`config.mk`:
```
export PLATFORM = sky130hd
export DESIGN_NAME = mux421_monitor_flat
export DESIGN_NICKNAME = d
export VERILOG_FILES = /design/src/rtl/mux421_monitor_if.sv /design/src/rtl/mux421_monitor.sv /design/src/flat_wrapper.sv
export SDC_FILE = /design/constraint.sdc
export NUM_CORES = 1
export LEC_CHECK = 0
export ABC_AREA = 1
export CORE_ASPECT_RATIO = 0.6
export CORE_MARGIN = 2
export CORE_UTILIZATION = 50
export CTS_CLUSTER_SIZE = 10
export DETAILED_ROUTE_END_ITERATION = 16
export GPL_TIMING_DRIVEN = 0
export PLACE_DENSITY = 0.8
export SLEW_MARGIN = 20
export SYNTH_ARGS = -nofsm -noshare
export SYNTH_HDL_FRONTEND = slang
export SYNTH_SLANG_ARGS = --single-unit
```
`constraint.sdc`:
```
create_clock -name Clock -period 4.98 [get_ports Clock]
set_input_delay 0.996 -clock Clock [delete_from_list [all_inputs] [get_ports Clock]]
set_output_delay 0.996 -clock Clock [all_outputs]
set_load 0.005 [all_outputs]
```
`src/rtl/mux421_monitor_if.sv`:
```
// Bus between the 4:1 mux stimulus/DUV side and the monitor.
// Carries the monitor's stimulus inputs and its statistics outputs.
interface mux421_monitor_if #(parameter int CNT_W = 16);
    logic             Clear;
    logic             Valid;
    logic             In0, In1, In2, In3;
    logic             Sel0, Sel1;
    logic             Out;
    logic             Mismatch;
    logic [CNT_W-1:0] VectorCount;
    logic [CNT_W-1:0] ErrorCount;
    logic [63:0]      Coverage;
    logic             CoverageFull;
    logic [1:0]       Status;
    logic             Pass;

    modport master (
        output Clear, Valid, In0, In1, In2, In3, Sel0, Sel1, Out,
        input  Mismatch, VectorCount, ErrorCount, Coverage, CoverageFull, Status, Pass
    );

    modport slave (
        input  Clear, Valid, In0, In1, In2, In3, Sel0, Sel1, Out,
        output Mismatch, VectorCount, ErrorCount, Coverage, CoverageFull, Status, Pass
    );
endinterface

```
`src/rtl/mux421_monitor.sv`:
```
// Clocked self-checking monitor for a 4:1 mux DUV with configurable DUV latency.
// Define MUX421_MONITOR_LOG_EN to print mismatches and the final verdict in simulation.
module mux421_monitor #(
    parameter int LATENCY = 0,
    parameter int CNT_W   = 16
) (
    input  logic               Clock,
    input  logic               nReset,
    mux421_monitor_if.slave    bus
);
    typedef enum logic [1:0] {IDLE = 2'b00, RUN = 2'b01, PASS = 2'b10, FAIL = 2'b11} state_t;
    localparam int STAGES = LATENCY;

    state_t           state, state_nxt;
    logic [CNT_W-1:0] vec_cnt, vec_nxt;
    logic [CNT_W-1:0] err_cnt, err_nxt;
    logic [63:0]      cov, cov_nxt;
    logic             mismatch;

    logic [3:0] din;
    logic [1:0] sel;
    logic       exp0;
    logic [5:0] idx0;
    logic       tail_vld, tail_exp, pend_nxt;
    logic [5:0] tail_idx;
    logic       cmp_fire, cmp_fail;

    assign din  = {bus.In3, bus.In2, bus.In1, bus.In0};
    assign sel  = {bus.Sel1, bus.Sel0};
    assign exp0 = din[sel];
    assign idx0 = {sel, din};

    generate
        if (STAGES > 0) begin : g_pipe
            logic [STAGES:1]      vld_q, exp_q;
            logic [STAGES:1][5:0] idx_q;
            logic [STAGES:0]      vld_pipe, exp_pipe;
            logic [STAGES:0][5:0] idx_pipe;

            assign vld_pipe = {vld_q, bus.Valid};
            assign exp_pipe = {exp_q, exp0};
            assign idx_pipe = {idx_q, idx0};

            always_ff @(posedge Clock or negedge nReset) begin
                if (!nReset) begin
                    vld_q <= '0;
                    exp_q <= '0;
                    idx_q <= '0;
                end else if (bus.Clear) begin
                    vld_q <= '0;
                    exp_q <= '0;
                    idx_q <= '0;
                end else begin
                    vld_q <= vld_pipe[STAGES-1:0];
                    exp_q <= exp_pipe[STAGES-1:0];
                    idx_q <= idx_pipe[STAGES-1:0];
                end
            end

            assign tail_vld = vld_pipe[STAGES];
            assign tail_exp = exp_pipe[STAGES];
            assign tail_idx = idx_pipe[STAGES];
            // Entries still owed a comparison once this edge has shifted the line
            assign pend_nxt = |vld_pipe[STAGES-1:0];
        end else begin : g_nopipe
            assign tail_vld = bus.Valid;
            assign tail_exp = exp0;
            assign tail_idx = idx0;
            assign pend_nxt = 1'b0;
        end
    endgenerate

    // Case-inequality so an X/Z from the DUV is reported as a failure
    assign cmp_fire = tail_vld & ~bus.Clear;
    assign cmp_fail = cmp_fire & (bus.Out !== tail_exp);

    always_comb begin
        vec_nxt = vec_cnt;
        err_nxt = err_cnt;
        cov_nxt = cov;
        if (cmp_fire) begin
            if (vec_cnt != '1) vec_nxt = vec_cnt + 1'b1;
            cov_nxt[tail_idx] = 1'b1;
        end
        if (cmp_fail && err_cnt != '1) err_nxt = err_cnt + 1'b1;
    end

    always_comb begin
        state_nxt = state;
        if (bus.Clear) begin
            state_nxt = IDLE;
        end else begin
            case (state)
                IDLE: if (cmp_fire) state_nxt = cmp_fail ? FAIL : RUN;
                RUN: begin
                    if (cmp_fail) state_nxt = FAIL;
                    else if (&cov_nxt && err_nxt == '0 && !pend_nxt) state_nxt = PASS;
                end
                PASS:    if (cmp_fail) state_nxt = FAIL;
                FAIL:    state_nxt = FAIL;
                default: state_nxt = IDLE;
            endcase
        end
    end

    always_ff @(posedge Clock or negedge nReset) begin
        if (!nReset) begin
            state    <= IDLE;
            vec_cnt  <= '0;
            err_cnt  <= '0;
            cov      <= '0;
            mismatch <= 1'b0;
        end else if (bus.Clear) begin
            state    <= IDLE;
            vec_cnt  <= '0;
            err_cnt  <= '0;
            cov      <= '0;
            mismatch <= 1'b0;
        end else begin
            state    <= state_nxt;
            vec_cnt  <= vec_nxt;
            err_cnt  <= err_nxt;
            cov      <= cov_nxt;
            mismatch <= cmp_fail;
        end
    end

    assign bus.Mismatch     = mismatch;
    assign bus.VectorCount  = vec_cnt;
    assign bus.ErrorCount   = err_cnt;
    assign bus.Coverage     = cov;
    assign bus.CoverageFull = &cov;
    assign bus.Status       = state;
    assign bus.Pass         = (state == PASS);

`ifdef MUX421_MONITOR_LOG_EN
    always @(posedge Clock) begin
        if (nReset && cmp_fail)
            $display("%0t mux421_monitor: mismatch Sel1=%b Sel0=%b In3..0=%b expected=%b Out=%b",
                     $time, tail_idx[5], tail_idx[4], tail_idx[3:0], tail_exp, bus.Out);
        if (nReset && !bus.Clear && state_nxt != state && (state_nxt == PASS || state_nxt == FAIL))
            $display("%0t mux421_monitor: %s vectors=%0d errors=%0d",
                     $time, (state_nxt == PASS) ? "PASS" : "FAIL", vec_nxt, err_nxt);
    end
`endif
endmodule

```
`src/flat_wrapper.sv`:
```
// flat-port wrapper written by rule: the top's interface ports become plain ports
module mux421_monitor_flat 
#(
    parameter int LATENCY = 0,
    parameter int CNT_W   = 16
)
  (Clock, nReset, bus_Clear, bus_Valid, bus_In0, bus_In1, bus_In2, bus_In3, bus_Sel0, bus_Sel1, bus_Out, bus_Mismatch, bus_VectorCount, bus_ErrorCount, bus_Coverage, bus_CoverageFull, bus_Status, bus_Pass);
  mux421_monitor_if #(.CNT_W(CNT_W)) bus_i ();
  input  logic Clock;
  input  logic nReset;
  input wire logic [$bits(bus_i.Clear)-1:0] bus_Clear;
  input wire logic [$bits(bus_i.Valid)-1:0] bus_Valid;
  input wire logic [$bits(bus_i.In0)-1:0] bus_In0;
  input wire logic [$bits(bus_i.In1)-1:0] bus_In1;
  input wire logic [$bits(bus_i.In2)-1:0] bus_In2;
  input wire logic [$bits(bus_i.In3)-1:0] bus_In3;
  input wire logic [$bits(bus_i.Sel0)-1:0] bus_Sel0;
  input wire logic [$bits(bus_i.Sel1)-1:0] bus_Sel1;
  input wire logic [$bits(bus_i.Out)-1:0] bus_Out;
  output wire logic [$bits(bus_i.Mismatch)-1:0] bus_Mismatch;
  output wire logic [$bits(bus_i.VectorCount)-1:0] bus_VectorCount;
  output wire logic [$bits(bus_i.ErrorCount)-1:0] bus_ErrorCount;
  output wire logic [$bits(bus_i.Coverage)-1:0] bus_Coverage;
  output wire logic [$bits(bus_i.CoverageFull)-1:0] bus_CoverageFull;
  output wire logic [$bits(bus_i.Status)-1:0] bus_Status;
  output wire logic [$bits(bus_i.Pass)-1:0] bus_Pass;
  assign bus_i.Clear = bus_Clear;
  assign bus_i.Valid = bus_Valid;
  assign bus_i.In0 = bus_In0;
  assign bus_i.In1 = bus_In1;
  assign bus_i.In2 = bus_In2;
  assign bus_i.In3 = bus_In3;
  assign bus_i.Sel0 = bus_Sel0;
  assign bus_i.Sel1 = bus_Sel1;
  assign bus_i.Out = bus_Out;
  assign bus_Mismatch = bus_i.Mismatch;
  assign bus_VectorCount = bus_i.VectorCount;
  assign bus_ErrorCount = bus_i.ErrorCount;
  assign bus_Coverage = bus_i.Coverage;
  assign bus_CoverageFull = bus_i.CoverageFull;
  assign bus_Status = bus_i.Status;
  assign bus_Pass = bus_i.Pass;
  mux421_monitor #(.LATENCY(LATENCY), .CNT_W(CNT_W)) u_core (.Clock(Clock), .nReset(nReset), .bus(bus_i));
endmodule
```
==> results of run 1 <==
final timing paths:
check	cells past startpoint	startpoint	to	slack, ps
min in group asynchronous	1	nReset	u_core.bus.Coverage[53]	570
setup / recovery	5	u_core.bus.Coverage[33]	bus_CoverageFull	1630
hold / removal	1	u_core.bus.VectorCount[15]	u_core.bus.VectorCount[15]	500
setup reg to reg	11	u_core.bus.ErrorCount[0]	u_core.bus.Status[0]	2320
max in group asynchronous	2	nReset	u_core.bus.VectorCount[6]	3800
hold reg to reg	1	u_core.bus.VectorCount[15]	u_core.bus.VectorCount[15]	500
routing by layer:
layer,vias up,GRT usage [%],part of all wire (%)
met5,-,0,0
met4,0,4.320,0.74
met3,15,6.597,10
met2,263,36.93,39
met1,2665,45.72,51
li1,2848,-,-
flip-flops by register name, summed over array words and instances (netlist names):
name / count
u_core.bus.Coverage: 64
u_core.bus.ErrorCount: 16
u_core.bus.VectorCount: 16
u_core.bus.Status: 2
u_core.bus.Mismatch: 1
power groups by stage:
| stage | clock network (mW) | registers [mW] | logic [mW] |
|---|---|---|---|
| floorplan | 0 | 0.844 | 0.101 |
| global placement | 0 | 0.845 | 0.189 |
| detailed placement | 0 | 0.845 | 0.194 |
| CTS | 0.740 | 0.829 | 0.196 |
| global route | 0.786 | 0.831 | 0.219 |
| finish | 0.737 | 0.829 | 0.195 |
cell families (layout without fill, tap and decap cells):
kind of cell,count (synthesis),after routing,synth area share (%)
buf+inv,160,287,10.86
fa+ha+maj,2,2,0.4310
compound gates,89,89,7.974
xor+xnor,8,8,1.207
flops,99,99,42.67
simple gates,476,476,36.85
critical path, delay by kind of cell (launching register included):
family / cells / cell delay [ps]
buf+inv: 2 / 620
simple gates: 3 / 1030
flops: 1 / 340
cell usage after synthesis (2+ instances only):
library cell	count	area, sq um
o21ai_0	18	90.09
nand4_1	16	100.1
nand2_1	265	994.7
xnor2_1	5	43.79
a211oi_1	3	22.52
inv_2	2	7.510
dfrtp_1	99	2477
buf_4	2	15.01
nor3b_1	2	15.01
clkbuf_1	8	30.03
nor2_1	94	352.8
nor3_1	14	70.07
nor2_2	6	37.54
inv_1	144	540.5
buf_6	2	22.52
o21ai_1	4	20.02
ha_1	2	25.02
a21oi_1	61	305.3
nand2_2	6	37.54
xor2_1	3	26.28
nand3_1	32	160.2
nor4_1	21	131.4
nor2_4	14	157.7
stage by stage:
step / utilization, % / setup TNS (ps) / cell area [sq um] / power, mW / setup WS [ps]
floorplan: - / 0 / 5806 / 0.9450 / 2447
global placement: 62.90 / -82550 / 7107 / 1.034 / -843.1
detailed placement: 63.16 / 0 / 7136 / 1.039 / 1488
CTS: 65.91 / 0 / 7447 / 1.765 / 1700
global route: 65.91 / 0 / 7447 / 1.836 / 1456
finish: 65.91 / 0 / 7447 / 1.761 / 1629
cell type report:
cell class                      count  area (sq um)  share of cell area [%]
Multi-Input combinational cell    575          2698                   36.22
Sequential cell                    99          2477                   33.27
Clock inverter                      7         86.33                   1.159
Tap cell                          160         200.2                   2.688
Buffer                             12         67.56                  0.9073
Timing Repair Buffer              111          1130                   15.17
Clock buffer                        9         225.2                   3.024
Inverter                          148         563.0                   7.560
==> results.json, run 1 <==
{
  "status": "complete, no violations",
  "min_period_ps": 3351,
  "crit_arrival_ps": 2360,
  "setup_viol": 0,
  "yosys_warnings": 0,
  "firstDrtPassIters": 4,
  "final-hold-violation-count": 0,
  "drtAntennaViolNets": 0,
  "syn-num-nets": 847,
  "crit_type": "flop to primary output",
  "num_vias": 5791,
  "seq_area_frac_synth_pct": 42.67,
  "p_clk_share_pct": 41.8,
  "start_util_pct": 51.38,
  "synth-main-ff-cell": "dfrtp_1",
  "synthCells": 834,
  "instances_no_fill": 1121,
  "grt-ovfl-total": 0,
  "p_sw_share_pct": 26.76,
  "numCtsBuffers": 9,
  "grt_max_degree": 56,
  "dp_hpwl_um": 12570,
  "cpMostUsedCell": "nor4_1",
  "dp.cells": 1105,
  "ys_types": 34,
  "grt_pass1_vias": 5233,
  "cts.clk_slew.worst_paths_ps": 80,
  "slew_viol_final": 0,
  "cts_setup_buffers": 0,
  "peakVddDrop_v": 0.0001692,
  "via_per_inst": 5.166,
  "worst_pin_slew_ps": 572.1,
  "critPathLaunchType": "flop",
  "max_freq_mhz": 298.4,
  "dr.first_iter.drc_count": 579,
  "cts.path.max_buffers": 2,
  "layout.nets": 969,
  "grt.total_usage_pct": 27.88,
  "switching_power_uw": 471.3,
  "syn_area_per_cell_sq_um": 6.961,
  "finalClockSkew_ps": 4.673,
  "path_cells": "inv_1 -> nor4_1 -> nand4_1 -> nor4_1 -> clkdlybuf4s50_1",
  "ctsRootBufferMaster": "clkbuf_16",
  "cts_tree": "built",
  "num_rows": 30,
  "insertion_delay_ps": 350,
  "comb_power_share_pct": 11.1,
  "crit_required_ps": 3980,
  "ys_ff_latch": 99,
  "cp-end-kind": "primary output",
  "hold_buffers": 0,
  "worstPathMaxFanout": 3,
  "min_path_type": "flop to flop",
  "drive_gt1_share_pct": 5.827,
  "synth-edff-count": 0,
  "drc": 0,
  "die_h_um": 87.47,
  "mostFrequentLayoutCell": "nand2_1",
  "antenna_found_initial": 0,
  "core_sq_um": 11300,
  "period_share_pct": 67.29,
  "async_reset_ff_share_pct": 100.0,
  "io_buffers": 110,
  "nFillCells": 1001,
  "p_per_area_nw_per_um2": 236.5,
  "internal-power_mw": 1.290,
  "cts_resized": 0,
  "clock-sinks": 99,
  "grt_pass1_wl_um": 26850,
  "drv_cap": 0,
  "die-area_sq_um": 12520,
  "crit_path_max_incr_delay_ps": 560,
  "rsz0062_at_grt": "false",
  "p_seq_share_pct": 47.1,
  "wl_um": 16680,
  "h-tree-depth": 3,
  "boundaryPins": 112,
  "critical-path-slowest-cell": "clkdlybuf4s50_1",
  "syn_area_sq_um": 5806,
  "place_congestion": 0.9412,
  "route.detailed.wl_per_inst_um": 14.88,
  "layout_common_cells": "265 x nand2_1, 144 x inv_1, 109 x clkdlybuf4s50_1, 99 x dfrtp_1, 94 x nor2_1",
  "max-slew-margin-rel_pct": 61.86,
  "hold_ws_ps": 502.1,
  "leakage_nw": 3.404,
  "area.growth.synth_to_final_pct": 28.28,
  "diodes": 0,
  "die_w_um": 143.1
}
Note: power is estimated with default switching activity, not from simulation.
==> run 2, diff against run 1 <==
Clock period 4.98 ns to 3.4 ns, I/O delays scaled along.
==> results of run 2 <==
The final DEF is identical to that of run 1. Status: complete, no violations.
Main changes from that run: setup slack after placement 1488 ps -> 224.1 ps; setup slack after layout 1629 ps -> 364.7 ps; hold slack 502.1 ps -> 257.0 ps; register-to-register setup slack 2320 ps -> 740 ps; total power 1.761 mW -> 2.579 mW; worst IR drop on VDD 0.0001692 V -> 0.0002478 V
